`src/rtl/sprite_mover.sv`:
```
// Grid sprite controller: resolves direction requests and auto-repeats held directions on a tick timebase.
// Refused edge steps are clamped (bump) or wrapped, depending on WRAP.
module sprite_mover #(
   parameter int GRID_W  = 16,
   parameter int GRID_H  = 12,
   parameter int CW      = 4,
   parameter int START_X = 4,
   parameter int START_Y = 4,
   parameter int DELAY   = 8,
   parameter int RATE    = 4,
   parameter int WRAP    = 0,
   parameter int NW      = 16
) (
   input  logic          clk,
   input  logic          rst,
   input  logic          tick,
   input  logic          move_up,
   input  logic          move_down,
   input  logic          move_left,
   input  logic          move_right,
   input  logic          respawn,
   output logic [CW-1:0] player_x,
   output logic [CW-1:0] player_y,
   output logic          step,
   output logic          bump,
   output logic [NW-1:0] move_count
);

   localparam int MAXC = (DELAY > RATE) ? DELAY : RATE;
   localparam int CTW  = $clog2(MAXC + 1);

   localparam logic [CW-1:0]  X_MAX   = CW'(GRID_W - 1);
   localparam logic [CW-1:0]  Y_MAX   = CW'(GRID_H - 1);
   localparam logic [CW-1:0]  X_START = CW'(START_X);
   localparam logic [CW-1:0]  Y_START = CW'(START_Y);
   localparam logic [CTW-1:0] C_DELAY = CTW'(DELAY);
   localparam logic [CTW-1:0] C_RATE  = CTW'(RATE);
   localparam logic [CTW-1:0] C_ONE   = CTW'(1);

   typedef enum logic [1:0] {IDLE, HOLD, REPEAT} state_t;
   typedef enum logic [2:0] {DIR_NONE, DIR_UP, DIR_DOWN, DIR_LEFT, DIR_RIGHT} dir_t;

   state_t         state, next_state;
   dir_t           dir_q, next_dir, req;
   logic [CTW-1:0] cnt, next_cnt;
   logic           attempt;
   logic           hit_edge;
   logic           move_ok;
   logic           bump_d;
   logic [CW-1:0]  nx, ny;

   // Opposing requests cancel; the vertical axis wins over the horizontal one.
   always_comb begin
      req = DIR_NONE;
      if (move_up && !move_down)
         req = DIR_UP;
      else if (move_down && !move_up)
         req = DIR_DOWN;
      else if (move_left && !move_right)
         req = DIR_LEFT;
      else if (move_right && !move_left)
         req = DIR_RIGHT;
   end

   always_ff @(posedge clk or posedge rst) begin
      if (rst) begin
         state <= IDLE;
         dir_q <= DIR_NONE;
         cnt   <= '0;
      end else begin
         state <= next_state;
         dir_q <= next_dir;
         cnt   <= next_cnt;
      end
   end

   always_comb begin
      next_state = state;
      next_dir   = dir_q;
      next_cnt   = cnt;
      if (respawn || req == DIR_NONE) begin
         next_state = IDLE;
         next_dir   = DIR_NONE;
         next_cnt   = '0;
      end else if (state == IDLE || req != dir_q) begin
         next_state = HOLD;
         next_dir   = req;
         next_cnt   = C_DELAY;
      end else if (tick) begin
         if (cnt == C_ONE) begin
            next_state = REPEAT;
            next_cnt   = C_RATE;
         end else begin
            next_cnt = cnt - C_ONE;
         end
      end
   end

   // A step is attempted on every fresh press and whenever the repeat counter expires on a tick.
   always_comb begin
      attempt = 1'b0;
      if (!respawn && req != DIR_NONE)
         attempt = (state == IDLE) || (req != dir_q) || (tick && cnt == C_ONE);
   end

   // Candidate position; hit_edge marks a move that leaves the grid, in which case nx/ny hold the wrapped cell.
   always_comb begin
      nx       = player_x;
      ny       = player_y;
      hit_edge = 1'b0;
      case (req)
         DIR_UP: begin
            hit_edge = (player_y == '0);
            ny       = hit_edge ? Y_MAX : player_y - 1'b1;
         end
         DIR_DOWN: begin
            hit_edge = (player_y == Y_MAX);
            ny       = hit_edge ? '0 : player_y + 1'b1;
         end
         DIR_LEFT: begin
            hit_edge = (player_x == '0);
            nx       = hit_edge ? X_MAX : player_x - 1'b1;
         end
         DIR_RIGHT: begin
            hit_edge = (player_x == X_MAX);
            nx       = hit_edge ? '0 : player_x + 1'b1;
         end
         default: begin
            nx       = player_x;
            ny       = player_y;
            hit_edge = 1'b0;
         end
      endcase
      move_ok = attempt && (!hit_edge || WRAP != 0);
      bump_d  = attempt && hit_edge && (WRAP == 0);
   end

   always_ff @(posedge clk or posedge rst) begin
      if (rst) begin
         player_x   <= X_START;
         player_y   <= Y_START;
         move_count <= '0;
         step       <= 1'b0;
         bump       <= 1'b0;
      end else if (respawn) begin
         player_x   <= X_START;
         player_y   <= Y_START;
         move_count <= '0;
         step       <= 1'b0;
         bump       <= 1'b0;
      end else begin
         step <= move_ok;
         bump <= bump_d;
         if (move_ok) begin
            player_x <= nx;
            player_y <= ny;
            if (move_count != '1)
               move_count <= move_count + 1'b1;
         end
      end
   end

endmodule

```
`config.mk`:
```
export PLATFORM = sky130hd
export DESIGN_NAME = sprite_mover
export DESIGN_NICKNAME = d
export VERILOG_FILES = /design/src/rtl/sprite_mover.sv
export SDC_FILE = /design/constraint.sdc
export NUM_CORES = 1
export LEC_CHECK = 0
export CORE_MARGIN = 8
export CORE_UTILIZATION = 30
export DETAILED_ROUTE_END_ITERATION = 8
export SLEW_MARGIN = 20
export SYNTH_ARGS = -nofsm -noshare
export SYNTH_HDL_FRONTEND = slang
export SYNTH_SLANG_ARGS = --single-unit
```
`constraint.sdc`:
```
create_clock -name clk -period 7.3 [get_ports clk]
set_input_delay 1.825 -clock clk [delete_from_list [all_inputs] [get_ports clk]]
set_output_delay 1.825 -clock clk [all_outputs]
set_load 0.03 [all_outputs]
```
==> flow_summary.yaml, run 1 <==
route:
  wire_per_inst_um: 13.8
  drt_first_iter_violations: 89
  drtAntennaViolNets: 0
  drc: 0
  totalWireLength_um: 5200
  vias_per_cell: 5.02
  dr_total_vias: 1886
  drtPass1Iterations: 4
floorplan:
  row_count: 31
  die_y_um: 102
  die_area_mm2: 0.0105
  io_pins: 34
  core_mm2: 0.00725
  start_util_pct: 30.9
  die_x_um: 102
clocking:
  cts_root_buf: "clkbuf_8"
  cts_tree: "built"
  path_clk_slew_ns: 0.07
  hold_buffers: 0
  clock-sinks: 35
  htree_levels: 2
  cts_buffers: 5
  cts_max_path_buffers: 2
  cts_setup_buffers: 0
  post_cts_resized: 0
  clk_latency_ns: 0.29
grt:
  antenna_found_initial: 0
  grt_overflow: 0
  grt_usage_pct: 10.4
  grt_pass1_vias: 1824
  grt_max_degree: 36
  grt_pass1_wl_um: 8670
timing:
  finalHoldViolCount: 0
  clock-skew-final_ns: 0.00527
  finalCriticalPeriod_ns: 4.77
  rsz0062_at_grt: "false"
  worst_pin_slew_ns: 0.465
  fin_tns_setup_ns: 0
  fin_crit_sh_pct: 65.3
  finalMaxSlewViolations: 0
  fin_hold_ws_ns: 0.519
  max_slew_margin_pct: 68.9
  fmax_mhz: 210
  setup_viol: 0
  timing.final.ws_setup_ns: 2.53
flow_run:
  max-cap-violations: 0
setup_path:
  crit_required_ns: 7.51
  cp-startpoint: "move_down"
  cp.arrival_ns: 4.97
  r2r_end: "move_count[12]$_DFFE_PP0P_"
  cp-start-kind: "input port"
  reg2regPathDepth: 10
  path_max_fanout: 11
  r2r_slack_ns: 4.56
  end_kind: "flip-flop"
  critPathKind: "input port to flip-flop"
  r2r_start: "player_y[0]$_DFFE_PP0P_"
pwr:
  power_w: 0.000450
  ir_drop_mv: 0.0810
  p_leak_nw: 1.10
  power_density_mw_per_mm2: 165
yosys:
  yosysUniqueCellTypes: 53
  synth.net_count: 265
  syn_area_per_cell_um2: 9.08
  synthArstFlopShare_pct: 100
  yosysSeqAreaShare_pct: 39.2
  synth_area_mm2: 0.00224
  synth_ff_type: "dfrtp_1"
  ys.warnings.count: 0
  synth-seq-cells: 35
  synth_edf_count: 0
  synthCells: 247
final_layout:
  final_nets: 294
  layout-drive-gt1-share_pct: 7.94
  fillers: 753
  diodes: 0
  syn_to_final_growth_pct: 21.4
min_path:
  min_from: "state[1]$_DFFE_PP0P_"
  worstHoldPathType: "flip-flop to flip-flop"
  worstHoldPathCells: 2
  min_to: "state[1]$_DFFE_PP0P_"
placed_design:
  place_congestion: 0.780
  place_hpwl_um: 3730
  port_buffers: 33
  place_ws_ns: 2.16
outcome:
  status: "finished, final reports clean"
## Yosys cell counts (all sizes together) (7+ instances only)
library cell,count,area [um^2]
dfrtp,33,826
nor2,28,105
nand2,18,67.6
inv,15,56.3
nor3,14,85.1
a21oi,13,65.1
a211oi,10,80.1
ha,10,125
xnor2,8,70.1
a31oi,7,43.8
clkbuf,7,26.3
## metal layers
metal	part of all wire (%)	wire, um	global-route usage [%]	vias to the layer above
li1	-	-	-	939
met1	48	2500	13.7	902
met2	44	2270	15.3	39
met3	6.8	352	3.95	6
met4	1.4	75	3.39	0
met5	0	0	0	-
## layout make-up
class	instances	area, um^2	area share (%)
clock buffers	5	68.8	2.53
clock inverters	3	15.0	0.551
inverters	16	72.6	2.67
multi-input cells	183	1220	44.8
flip-flops and latches	35	878	32.3
well taps	99	124	4.55
repair buffers	35	345	12.7
## state kept, by name, indices dropped and copies added (netlist names)
signal,cells
bump,1
state,2
move_count,16
dir_q,3
player_x,4
step,1
cnt,4
player_y,4
## power breakdown
part | switching [W] | total, W | internal [W] | leakage, nW
clock | 0.0000727 | 0.000138 | 0.0000653 | 0.0477
combinational | 0.0000571 | 0.0000974 | 0.0000403 | 0.575
sequential | 0.0000115 | 0.000215 | 0.000203 | 0.473
total | 0.000141 | 0.000450 | 0.000309 | 1.10
## worst max-delay path: stages
cell             delay, ns
clkdlybuf4s50_1       0.50
inv_1                 0.05
ha_1                  0.32
nor4b_4               0.54
xor2_1                0.14
a211oi_2              0.32
a21o_1                0.39
or2_1                 0.38
clkinv_8              0.12
and3_1                0.17
a211oi_1              0.21
## cells in the final DEF, fill, tap and decap left out, drive strengths merged, types with 3 or more instances in the layout
master	n
a21oi	13
nand3b	3
nand2	18
clkbuf	5
o31ai	3
xnor2	8
ha	10
a31oi	7
a211oi	10
nor3	14
nor2	28
nor4	3
nand2b	5
clkdlybuf4s50	33
o21ai	3
nor2b	5
and4	4
nand3	4
inv	15
mux2i	6
and3	6
clkinv	4
dfrtp	33
a311oi	3
## per-stage QoR
stage          std cells  utilization [%]  cell area (um^2)
2_1_floorplan        247                -              2240
3_3_place_gp         368             36.4              2640
3_5_place_dp         368             36.4              2640
4_1_cts              376             37.5              2720
5_1_grt              376             37.5              2720
6_report             376             37.5              2720
## worst max-delay path by stage
stage	to	slack [ns]	cells past startpoint
floorplan	move_count[12]$_DFFE_PP0P_	3.26	13
finish	move_count[4]$_DFFE_PP0P_	2.53	11
global route	move_count[12]$_DFFE_PP0P_	2.24	11
CTS	move_count[4]$_DFFE_PP0P_	2.50	11
detailed placement	move_count[4]$_DFFE_PP0P_	2.16	11
global placement	move_count[4]$_DFFE_PP0P_	2.31	11
## cell families after synthesis
kind of cell             synth area share, %
AO/OA/AOI/OAI                           17.1
buffers and inverters                   6.47
multiplexers                            3.18
AND/OR/NAND/NOR                         24.9
adder cells (fa/ha/maj)                 5.58
flip-flops                              39.2
XOR/XNOR                                3.52
Note: power is estimated with default switching activity, not from simulation.
==> inputs of run 2 (changes only) <==
==> constraint.sdc (replaced) <==
create_clock -name clk -period 4.7 [get_ports clk]
set_input_delay 1.175 -clock clk [delete_from_list [all_inputs] [get_ports clk]]
set_output_delay 1.175 -clock clk [all_outputs]
set_load 0.03 [all_outputs]
==> flow_summary.yaml, run 2 (synthesis gave the netlist of run 1 again) <==
outcome:
  status: "finished, final reports clean"
setup_path:
  r2r_slack_ns: 1.94
  cp-endpoint: "move_count[10]$_DFFE_PP0P_"
  end_kind: "flip-flop"
  r2r_start: "player_y[0]$_DFFE_PP0P_"
  crit_required_ns: 4.89
  cp.arrival_ns: 4.06
  cp-start-kind: "input port"
  path_max_fanout: 11
  r2r_end: "move_count[12]$_DFFE_PP0P_"
  critPathKind: "input port to flip-flop"
  reg2regPathDepth: 10
  cp-startpoint: "move_down"
final_layout:
  final_cell_mix: "dfrtp_1 (33), clkdlybuf4s50_1 (33), nor2_1 (28)"
  multi_input_area_mm2: 0.00122
  final_nets: 295
  largest_reg_flops: 16
  stdcell_area_mm2: 0.00275
  layout-drive-gt1-share_pct: 7.91
  diodes: 0
  syn_to_final_growth_pct: 22.5
  regArea_um2: 878
  top_register: "move_count"
  fillers: 739
grt:
  grt_max_degree: 36
  busiest_layer: "met2"
  met1_usage_pct: 13.4
  grt_usage_pct: 10.4
  antenna_found_initial: 0
  grt_use_met2_pct: 16.3
  grt_pass1_wl_um: 8770
  met3_usage_pct: 3.54
  grt_overflow: 0
  grt_pass1_vias: 1847
clocking:
  post_cts_resized: 0
  clk_latency_ns: 0.28
  cts_buffers: 5
  cts_tree: "built"
  hold_buffers: 0
  htree_levels: 2
  cts_setup_buffers: 0
  path_clk_slew_ns: 0.07
  clock-sinks: 35
  cts_max_path_buffers: 2
  cts_root_buf: "clkbuf_8"
route:
  vias_per_cell: 4.96
  wire_per_inst_um: 13.7
  totalWireLength_um: 5170
  drt_first_iter_violations: 80
  drc: 0
  dr_total_vias: 1870
  drtPass1Iterations: 4
  drtAntennaViolNets: 0
timing:
  rsz0062_at_grt: "false"
  finalCriticalPeriod_ns: 3.87
  max_slew_margin_pct: 68.9
  fin_tns_setup_ns: 0
  fmax_mhz: 258
  finalMaxSlewViolations: 0
  worst_pin_slew_ns: 0.466
  clock-skew-final_ns: 0.00398
  fin_crit_sh_pct: 82.3
  setup_viol: 0
  finalHoldViolCount: 0
min_path:
  worstHoldPathType: "flip-flop to flip-flop"
pwr:
  pwr-share-comb_pct: 21.0
  p_leak_nw: 1.10
  p_int_w: 0.000513
  power_w: 0.000727
  pwr-share-seq_pct: 45.9
  power.switching_w: 0.000214
  ir_drop_mv: 0.0989
  clkPwrFrac_pct: 33.1
  power_density_mw_per_mm2: 265
  swShare_pct: 29.4
floorplan:
  io_pins: 34
  die_area_mm2: 0.0105
  row_count: 31
  die_y_um: 102
  start_util_pct: 30.9
  die_x_um: 102
  core_mm2: 0.00725
placed_design:
  place_hpwl_um: 3740
  port_buffers: 33
  place_congestion: 0.802
  dpl_cell_area_mm2: 0.00265
flow_run:
  max-cap-violations: 0
-- run 2: cell types whose count changed in the layout (fill, tap and decap cells not counted), sizes merged --
cell / change
clkinv: -3
buf: +1
clkbuf: +3
-- run 2: worst min-delay path by stage --
stage                                    start                    endpoint  depth (start not counted)
finish                    state[0]$_DFFE_PP0P_        state[0]$_DFFE_PP0P_                          2
global route        move_count[12]$_DFFE_PP0P_  move_count[12]$_DFFE_PP0P_                          1
CTS                       state[0]$_DFFE_PP0P_        state[0]$_DFFE_PP0P_                          2
detailed placement  move_count[12]$_DFFE_PP0P_  move_count[12]$_DFFE_PP0P_                          1
global placement          state[1]$_DFFE_PP0P_        state[1]$_DFFE_PP0P_                          2
floorplan                 state[1]$_DFFE_PP0P_        state[1]$_DFFE_PP0P_                          2
-- run 2: layout make-up --
class	instances	area share, %
repair buffers	36	12.8
multi-input cells	183	44.4
well taps	99	4.51
clock buffers	8	3.64
inverters	16	2.64
flip-flops and latches	35	32.0
-- run 2: worst max-delay path: stages --
cell and delay [ns]:
clkdlybuf4s50_1 0.50, inv_1 0.05, ha_1 0.32, nor4b_4 0.53
xor2_1 0.14, a211oi_2 0.32, a21o_1 0.18, or2_1 0.33
clkinv_8 0.12, mux2i_1 0.14, a211oi_1 0.24
-- run 2: metal layers --
metal | up-vias | routed length, um
met3 | 6 | 340
met4 | 0 | 46
li1 | 948 | -
met5 | - | 0
met1 | 873 | 2530
met2 | 43 | 2250
-- run 2: stage by stage --
| stage | instances | utilization [%] | setup WS, ns | hold WS [ns] |
|---|---|---|---|---|
| after detailed placement | 369 | 36.5 | 0.504 | 0.512 |
| final | 377 | 37.9 | 0.831 | 0.526 |
| after global routing | 377 | 37.9 | 0.611 | 0.561 |
| after global placement | 369 | 36.5 | 0.623 | 0.493 |
| after CTS | 377 | 37.9 | 0.815 | 0.530 |
| after floorplan | 247 | - | 1.31 | 0.467 |
-- run 2: power groups by stage --
stage / clock network [W] / logic (W) / registers (W)
final: 0.000241 / 0.000153 / 0.000334
after global routing: 0.000262 / 0.000171 / 0.000337
after CTS: 0.000249 / 0.000155 / 0.000334
after detailed placement: 0 / 0.000155 / 0.000339
after global placement: 0 / 0.000152 / 0.000339
after floorplan: 0 / 0.0000952 / 0.000353
